===== src/rtl/prefetch_pkg.sv =====
// Shared types and constants for the instruction prefetch front end.
package prefetch_pkg;

    typedef enum logic [1:0] {IDLE, FETCH, FULL, DRAIN} pf_state_t;

    localparam int         WORD_BYTES     = 4;
    localparam int         PC_READ_OFFSET = 8;
    localparam logic [3:0] COND_AL        = 4'hE;
    localparam logic [1:0] OP_BRANCH      = 2'b10;

endpackage


===== src/rtl/prefetch_queue.sv =====
// Prefetch queue: DEPTH-entry synchronous FIFO of {inst, pc, pred}.
// Flush clears pointers and count and overrides push/pop in the same cycle.
// Head outputs read as zero while empty so stale storage never leaks out.
module prefetch_queue #(
    parameter int BUS   = 32,
    parameter int DEPTH = 4
) (
    input  logic                         clk,
    input  logic                         rst,
    input  logic                         push,
    input  logic                         pop,
    input  logic                         flush,
    input  logic [BUS-1:0]               push_inst,
    input  logic [BUS-1:0]               push_pc,
    input  logic                         push_pred,
    output logic [BUS-1:0]               head_inst,
    output logic [BUS-1:0]               head_pc,
    output logic                         head_pred,
    output logic [$clog2(DEPTH+1)-1:0]   count,
    output logic                         full,
    output logic                         empty
);

    localparam int PW = $clog2(DEPTH);
    localparam int CW = $clog2(DEPTH+1);
    localparam logic [CW-1:0] DEPTH_C = CW'(DEPTH);

    logic [BUS-1:0] mem_inst [DEPTH];
    logic [BUS-1:0] mem_pc   [DEPTH];
    logic           mem_pred [DEPTH];
    logic [PW-1:0]  wr_ptr, rd_ptr;
    logic           push_ok, pop_ok;

    assign full    = (count == DEPTH_C);
    assign empty   = (count == '0);
    assign push_ok = push & ~full  & ~flush;
    assign pop_ok  = pop  & ~empty & ~flush;

    // Pointers and occupancy; pointers wrap naturally since DEPTH is a power of two.
    always_ff @(posedge clk or negedge rst) begin
        if (!rst) begin
            wr_ptr <= '0;
            rd_ptr <= '0;
            count  <= '0;
        end else if (flush) begin
            wr_ptr <= '0;
            rd_ptr <= '0;
            count  <= '0;
        end else begin
            if (push_ok) wr_ptr <= wr_ptr + PW'(1);
            if (pop_ok)  rd_ptr <= rd_ptr + PW'(1);
            case ({push_ok, pop_ok})
                2'b10:   count <= count + CW'(1);
                2'b01:   count <= count - CW'(1);
                default: count <= count;
            endcase
        end
    end

    // Entry storage; contents are only observable through the empty-gated head.
    always_ff @(posedge clk) begin
        if (push_ok) begin
            mem_inst[wr_ptr] <= push_inst;
            mem_pc[wr_ptr]   <= push_pc;
            mem_pred[wr_ptr] <= push_pred;
        end
    end

    assign head_inst = empty ? '0   : mem_inst[rd_ptr];
    assign head_pc   = empty ? '0   : mem_pc[rd_ptr];
    assign head_pred = empty ? 1'b0 : mem_pred[rd_ptr];

endmodule


===== src/rtl/inst_prefetch_unit.sv =====
// Instruction prefetch unit: PC sequencer + prefetch queue + req/ack imem port.
// Optional feature macro: PREFETCH_PREDECODE_EN (follow unconditional B at fetch).
// A redirect flushes the queue; a request already on the bus is finished in DRAIN
// with its response discarded, so at most one request is ever outstanding.
module inst_prefetch_unit
    import prefetch_pkg::*;
#(
    parameter int             BUS      = 32,
    parameter int             DEPTH    = 4,
    parameter logic [BUS-1:0] RESET_PC = '0
) (
    input  logic                       clk,
    input  logic                       rst,
    output logic                       imem_req,
    output logic [BUS-1:0]             imem_addr,
    input  logic                       imem_ack,
    input  logic [BUS-1:0]             imem_rdata,
    input  logic                       redirect,
    input  logic [BUS-1:0]             redirect_pc,
    output logic                       inst_valid,
    input  logic                       inst_ready,
    output logic [BUS-1:0]             inst,
    output logic [BUS-1:0]             inst_pc,
    output logic [BUS-1:0]             inst_pc8,
    output logic                       inst_pred,
    output logic [$clog2(DEPTH+1)-1:0] q_count
);

    localparam int CW = $clog2(DEPTH+1);
    localparam logic [CW-1:0] LAST_FREE = CW'(DEPTH-1);

    pf_state_t      state, state_nxt;
    logic [BUS-1:0] fetch_pc, drain_addr, seq_pc, next_pc;
    logic           push, pop, push_pred, q_full, q_empty;

    assign push       = (state == FETCH) & imem_ack & ~redirect;
    assign inst_valid = ~q_empty;
    assign pop        = inst_valid & inst_ready & ~redirect;
    assign seq_pc     = fetch_pc + BUS'(WORD_BYTES);

`ifdef PREFETCH_PREDECODE_EN
    logic           is_b, pred_pending;
    logic [BUS-1:0] b_target;

    assign is_b     = (imem_rdata[31:28] == COND_AL) && (imem_rdata[27:26] == OP_BRANCH)
                      && (imem_rdata[25:24] == 2'b10);
    assign b_target = fetch_pc + BUS'(PC_READ_OFFSET)
                      + {{(BUS-26){imem_rdata[23]}}, imem_rdata[23:0], 2'b00};
    assign next_pc   = is_b ? b_target : seq_pc;
    assign push_pred = pred_pending;

    // Tag the entry fetched right after a followed branch.
    always_ff @(posedge clk or negedge rst) begin
        if (!rst)          pred_pending <= 1'b0;
        else if (redirect) pred_pending <= 1'b0;
        else if (push)     pred_pending <= is_b;
    end
`else
    assign next_pc   = seq_pc;
    assign push_pred = 1'b0;
`endif

    // State register.
    always_ff @(posedge clk or negedge rst) begin
        if (!rst) state <= IDLE;
        else      state <= state_nxt;
    end

    // Next-state: fill until full, park in FULL, drain a stale request after redirect.
    always_comb begin
        state_nxt = state;
        case (state)
            IDLE:  state_nxt = FETCH;
            FETCH: begin
                if (redirect)
                    state_nxt = imem_ack ? FETCH : DRAIN;
                else if (push && !pop && q_count == LAST_FREE)
                    state_nxt = FULL;
            end
            FULL:  if (redirect || pop) state_nxt = FETCH;
            DRAIN: if (imem_ack) state_nxt = FETCH;
            default: state_nxt = IDLE;
        endcase
    end

    // Fetch PC and the address held on the bus while draining.
    always_ff @(posedge clk or negedge rst) begin
        if (!rst) begin
            fetch_pc   <= RESET_PC;
            drain_addr <= RESET_PC;
        end else begin
            if (state == FETCH && redirect && !imem_ack)
                drain_addr <= fetch_pc;
            if (redirect)
                fetch_pc <= {redirect_pc[BUS-1:2], 2'b00};
            else if (push)
                fetch_pc <= next_pc;
        end
    end

    assign imem_req  = (state == FETCH) || (state == DRAIN);
    assign imem_addr = (state == DRAIN) ? drain_addr : fetch_pc;
    assign inst_pc8  = inst_pc + BUS'(PC_READ_OFFSET);

    prefetch_queue #(.BUS(BUS), .DEPTH(DEPTH)) u_queue (
        .clk       (clk),
        .rst       (rst),
        .push      (push),
        .pop       (pop),
        .flush     (redirect),
        .push_inst (imem_rdata),
        .push_pc   (fetch_pc),
        .push_pred (push_pred),
        .head_inst (inst),
        .head_pc   (inst_pc),
        .head_pred (inst_pred),
        .count     (q_count),
        .full      (q_full),
        .empty     (q_empty)
    );

    logic unused_ok;
    assign unused_ok = q_full;

endmodule


===== config.mk =====
export PLATFORM = sky130hd
export DESIGN_NAME = inst_prefetch_unit
export DESIGN_NICKNAME = d
export VERILOG_FILES = /design/src/rtl/prefetch_pkg.sv /design/src/rtl/prefetch_queue.sv /design/src/rtl/inst_prefetch_unit.sv
export SDC_FILE = /design/constraint.sdc
export NUM_CORES = 1
export LEC_CHECK = 0
export CAP_MARGIN = 5
export CORE_MARGIN = 4
export CORE_UTILIZATION = 50
export CTS_BUF_LIST = sky130_fd_sc_hd__clkbuf_8
export CTS_CLUSTER_SIZE = 8
export DETAILED_ROUTE_END_ITERATION = 10
export GPL_ROUTABILITY_DRIVEN = 1
export PLACE_DENSITY = 0.74
export REMOVE_ABC_BUFFERS = 1
export SYNTH_ARGS = -nofsm -noshare
export SYNTH_HDL_FRONTEND = slang
export SYNTH_SLANG_ARGS = --single-unit

===== constraint.sdc =====
create_clock -name clk -period 6.1 [get_ports clk]
set_clock_uncertainty 0.05 [all_clocks]
set_input_delay 0.915 -clock clk [delete_from_list [all_inputs] [get_ports clk]]
set_output_delay 0.915 -clock clk [all_outputs]
set_load 0.02 [all_outputs]

==> results.txt <==
The flow ran to the end, and the final reports show no timing, DRC or antenna violations. Leaving out fill and tap cells, the most frequent cell in the layout is edfxtp_1. The worst setup path is launched from a flip-flop. Reported net switching power: 2.29 mW. The number of gates resized after CTS was 0.

The max-slew headroom at the worst pin came out at 0.346. The clock reaches the later pin of the worst-skew pair after 570 ps. The floorplan step set the die height to 175 µm. During I/O placement, the number of pins put on the boundary was 203. The logs give 0 for the number of slew-limit violations in the final report and 562 for the violation count after the first detailed-route iteration.

The synthesized-area fraction occupied by and/or/nand/nor cells is 0.0964. The share of the synthesized netlist area taken by xor and xnor gates is 0.0362, and the hold violation total from the final report is 0. The area growth from synthesis to layout works out to 22.0%.

The total number of placement rows came out at 61. The tools report the capture point of the worst reg-to-reg path as u_queue.count[2]$_DFFE_PN0P_. For the routability congestion estimate, the log shows 0.774.

The fraction of power consumed by the clock network was 0.235. The fraction of layout cells with a size suffix above 1 was 0.188. The critical path contains buffers and inverters numbering 2 combined.

The tools report the post-layout net count as 1155. The logic depth of the worst path, buffers included is 8, and the flip-flop and latch count after synthesis is 317. Critical path's largest stage delay: 950 ps. Counting stages on the worst path, the most repeated cell is nand4_1. The worst register-to-register path begins at u_queue.count[0]$_DFFE_PN0P_.

The analysis attributes to cell leakage a power of 5.93 nW. The tools report the post-detailed-route count of antenna-violating nets as 0. The tools report the sequential cell area in the final layout as 0.00918 mm². The signal on the critical path passes through buf_4, mux4_2, nand4_1, nand2b_4, nor4_4, nand4_1, xnor2_1, clkdlybuf4s50_1.

The tools report the number of buffers inserted by hold repair at cts as 0. Proportion of synthesized flip-flops having asynchronous set or reset: 0.218. The post-synthesis adder-cell area fraction was 0.00678.

Setup repair after global routing left no endpoint under its margin. TritonCTS built the clock tree. After routing, the total negative slack on setup checks comes to 0 ps.

Die outline area: 0.0308 mm². The cell with the largest stage delay on the worst path is dfrtp_4. The critical path data required time came out at 5130 ps.

In this run, distinct cell masters in the synthesized netlist total 56. The depth of the most critical reg-to-reg path was 10. The worst hold path belongs to the class input port to async pin.

Across the VDD grid, the largest voltage drop is 205 µV. The most common flop cell mapped by yosys was edfxtp_1. In the layout the commonest cells are edfxtp_1 (248), clkdlybuf4s50_1 (191), nand2_1 (69). The via count of the first global-routing pass was 8389; the count of placed standard cells including taps was 1403. Non-filler instance count after layout: 1492. The critical path in this run is classified as flip-flop to output port. The effective utilization at floorplan was 0.506. For this design the ratio of total power to cell area is 403 mW/mm².

The run gives 0.00452 mm² as the area used by multi-input combinational logic. Post-CTS timing repair inserted 0 buffers for setup. The layout has 2112 filler cells. The logs give 0.374 for the combinational power share and 228 ps for the worst hold slack after final layout. Across the run, the number of max-cap violations was 0.

The cell count after synthesis came out at 868. The run gives 0 as the final-report setup violation count. Summed over all layers, the routed wires come to 29.1 mm. The logs give 0 for the number of antenna violations at the first check in global routing and 0.0140 mm² for the cell area after technology mapping.

The HPWL after detailed placement is 18.3 mm. From left edge to right edge, the die measures 175 µm. 0 antenna diodes ended up in the layout. Largest family of logic cells by synthesized area: multiplexers. In this run the worst setup path terminates at inst_pc8[26]. For the pin with the worst max-slew slack, the measured transition is 981 ps.

In this run the worst setup path begins at u_queue.rd_ptr[0]$_DFFE_PN0P_. The ratio of final minimum period to clock period works out to 0.881. The proportion of total power due to net switching is 0.332.

Data arrives at the worst endpoint at 4410 ps. CTS built an H-tree with a depth of 2. Post-route minimum period: 5370 ps.

Post-layout instance area: 0.0171 mm². After global routing the overflow that remains totals 0. In the final routed layout, each cell accounts on average for 19.5 µm.

The count of input and output buffers came out at 193. Each instance of the synthesized netlist takes up on average 16.2 µm². The worst setup path is captured at an output port.

The global routing usage summed across all routing layers came out at 0.188. The sequential share of the synthesized area is 0.654. Yosys mapped a number of flops with a built-in enable equal to 248. The run gives 7989 as the number of vias after detailed routing. The core region area is 0.0277 mm², and the CTS buffer count is 52. The share of cell area taken by muxes after synthesis is 0.161, and the largest fanout on the critical path is 45. The ratio of routed vias to standard cells is 5.35, and the first-pass detailed-route iteration total is 5.

In this run the register-to-register setup slack is 3370 ps. The tools report the CTS root buffer as clkbuf_8. The run gives 0.391 as the sequential share of power. Clock-pin slew was measured on the worst setup and hold paths at 60 ps.

The area after detailed placement is 0.0162 mm², and the cell internal power dissipation is 4.60 mW. Yosys printed 0 warnings. The first-pass GRT wire length was 45.8 mm. Among cell families on the critical path, the largest total delay comes from buffers and inverters. CTS saw 317 sinks. The number of remaining DRC errors is 0. The maximum clock frequency is 186 MHz. The compound-cell area share of the yosys netlist was 0.0195.

The logs give 63 for the pin count of the biggest net entering global routing and 3 for the largest buffer count on any clock path. The tools report the final cell utilization of the core as 0.618.
-- Yosys cell counts (2+ instances only) --
| master | count | area share |
|---|---|---|
| or3_1 | 2 | 0.00089 |
| xnor2_1 | 37 | 0.023 |
| and3_1 | 8 | 0.0036 |
| edfxtp_1 | 248 | 0.53 |
| xor2_1 | 21 | 0.013 |
| nand2_1 | 69 | 0.018 |
| and2_1 | 69 | 0.031 |
| buf_4 | 11 | 0.0059 |
| mux4_1 | 13 | 0.024 |
| buf_6 | 2 | 0.0016 |
| buf_2 | 9 | 0.0032 |
| ha_1 | 6 | 0.0054 |
| nor3_1 | 5 | 0.0018 |
| nand3_1 | 20 | 0.0071 |
| nor2b_1 | 2 | 0.00089 |
| a21oi_1 | 3 | 0.0011 |
| nand4_1 | 16 | 0.0071 |
| nand3b_1 | 3 | 0.0016 |
| and3b_1 | 3 | 0.0019 |
| mux2_2 | 61 | 0.049 |
| nor2_1 | 31 | 0.0083 |
| mux2i_1 | 4 | 0.0029 |
| o21ai_0 | 33 | 0.012 |
| buf_12 | 3 | 0.0043 |
| nor3_2 | 4 | 0.0029 |
| dfrtp_1 | 69 | 0.12 |
| clkbuf_1 | 26 | 0.0070 |
| nand4b_1 | 2 | 0.0012 |
| inv_1 | 10 | 0.0027 |
| mux4_2 | 52 | 0.084 |
-- registers in the layout, summed over array words and instances, names as in the netlist --
signal,cells
u_queue.mem_inst,128
u_queue.mem_pc,120
drain_addr,30
fetch_pc,30
u_queue.count,3
state,2
u_queue.rd_ptr,2
u_queue.wr_ptr,2
-- worst register-to-register path, cell delays in order (launching register included) --
cell and delay, ps:
dfrtp_1 460, nor3_2 180, buf_4 210, inv_2 260
nand2_1 300, nor3_1 100, fa_1 400, or3_1 370
nand2_1 90, xnor2_1 120, nor2_1 50
-- metrics by stage --
step	power [mW]	setup WS, ps
after floorplan	4.20	15.4
after global placement	5.33	1250
after detailed placement	5.36	1240
after CTS	6.98	621
after global routing	7.25	339
final	6.89	726
-- cells by family after synthesis --
logic type                 Yosys count
muxes                              131
other                                1
adders and majority gates            7
xor gates and xnor gates            58
AOI/OAI and AO/OA                   46
DFF                                317
and+or+nand+nor                    245
buffers and inverters               63
-- area by class of cell --
cell class | count | area share
sequential | 317 | 0.537
multi-input combinational | 494 | 0.264
timing repair buffer | 203 | 0.117
clock buffer | 52 | 0.0418
tap | 378 | 0.0276
clock inverter | 37 | 0.0107
inverter | 11 | 0.00241
-- worst min-delay path by stage --
stage                                           from                    endpoint  slack (ps)  depth (start not counted)
after floorplan           drain_addr[10]$_DFFE_PN0P_  drain_addr[10]$_DFFE_PN0P_         430                          1
after global placement     drain_addr[7]$_DFFE_PN0P_   drain_addr[7]$_DFFE_PN0P_         430                          1
after detailed placement  drain_addr[27]$_DFFE_PN0P_  drain_addr[27]$_DFFE_PN0P_         440                          1
after CTS                                        rst  drain_addr[25]$_DFFE_PN0P_         200                          1
after global routing                             rst  drain_addr[25]$_DFFE_PN0P_         230                          1
final                                            rst  drain_addr[25]$_DFFE_PN0P_         230                          1
-- routing by layer --
| metal | global-route usage | wire [µm] |
|---|---|---|
| met2 | 0.311 | 14100 |
| met4 | 0.0559 | 670 |
| met3 | 0.0400 | 1760 |
| met5 | 0 | 0 |
| met1 | 0.255 | 12500 |
-- power groups by stage --
stage	logic [mW]	registers (mW)	clock network (mW)
finish	2.57	2.70	1.62
global route	2.75	2.73	1.77
CTS	2.62	2.70	1.66
detailed placement	2.61	2.74	0
global placement	2.60	2.73	0
floorplan	1.47	2.73	0
Power figures use the tool's default switching activity.
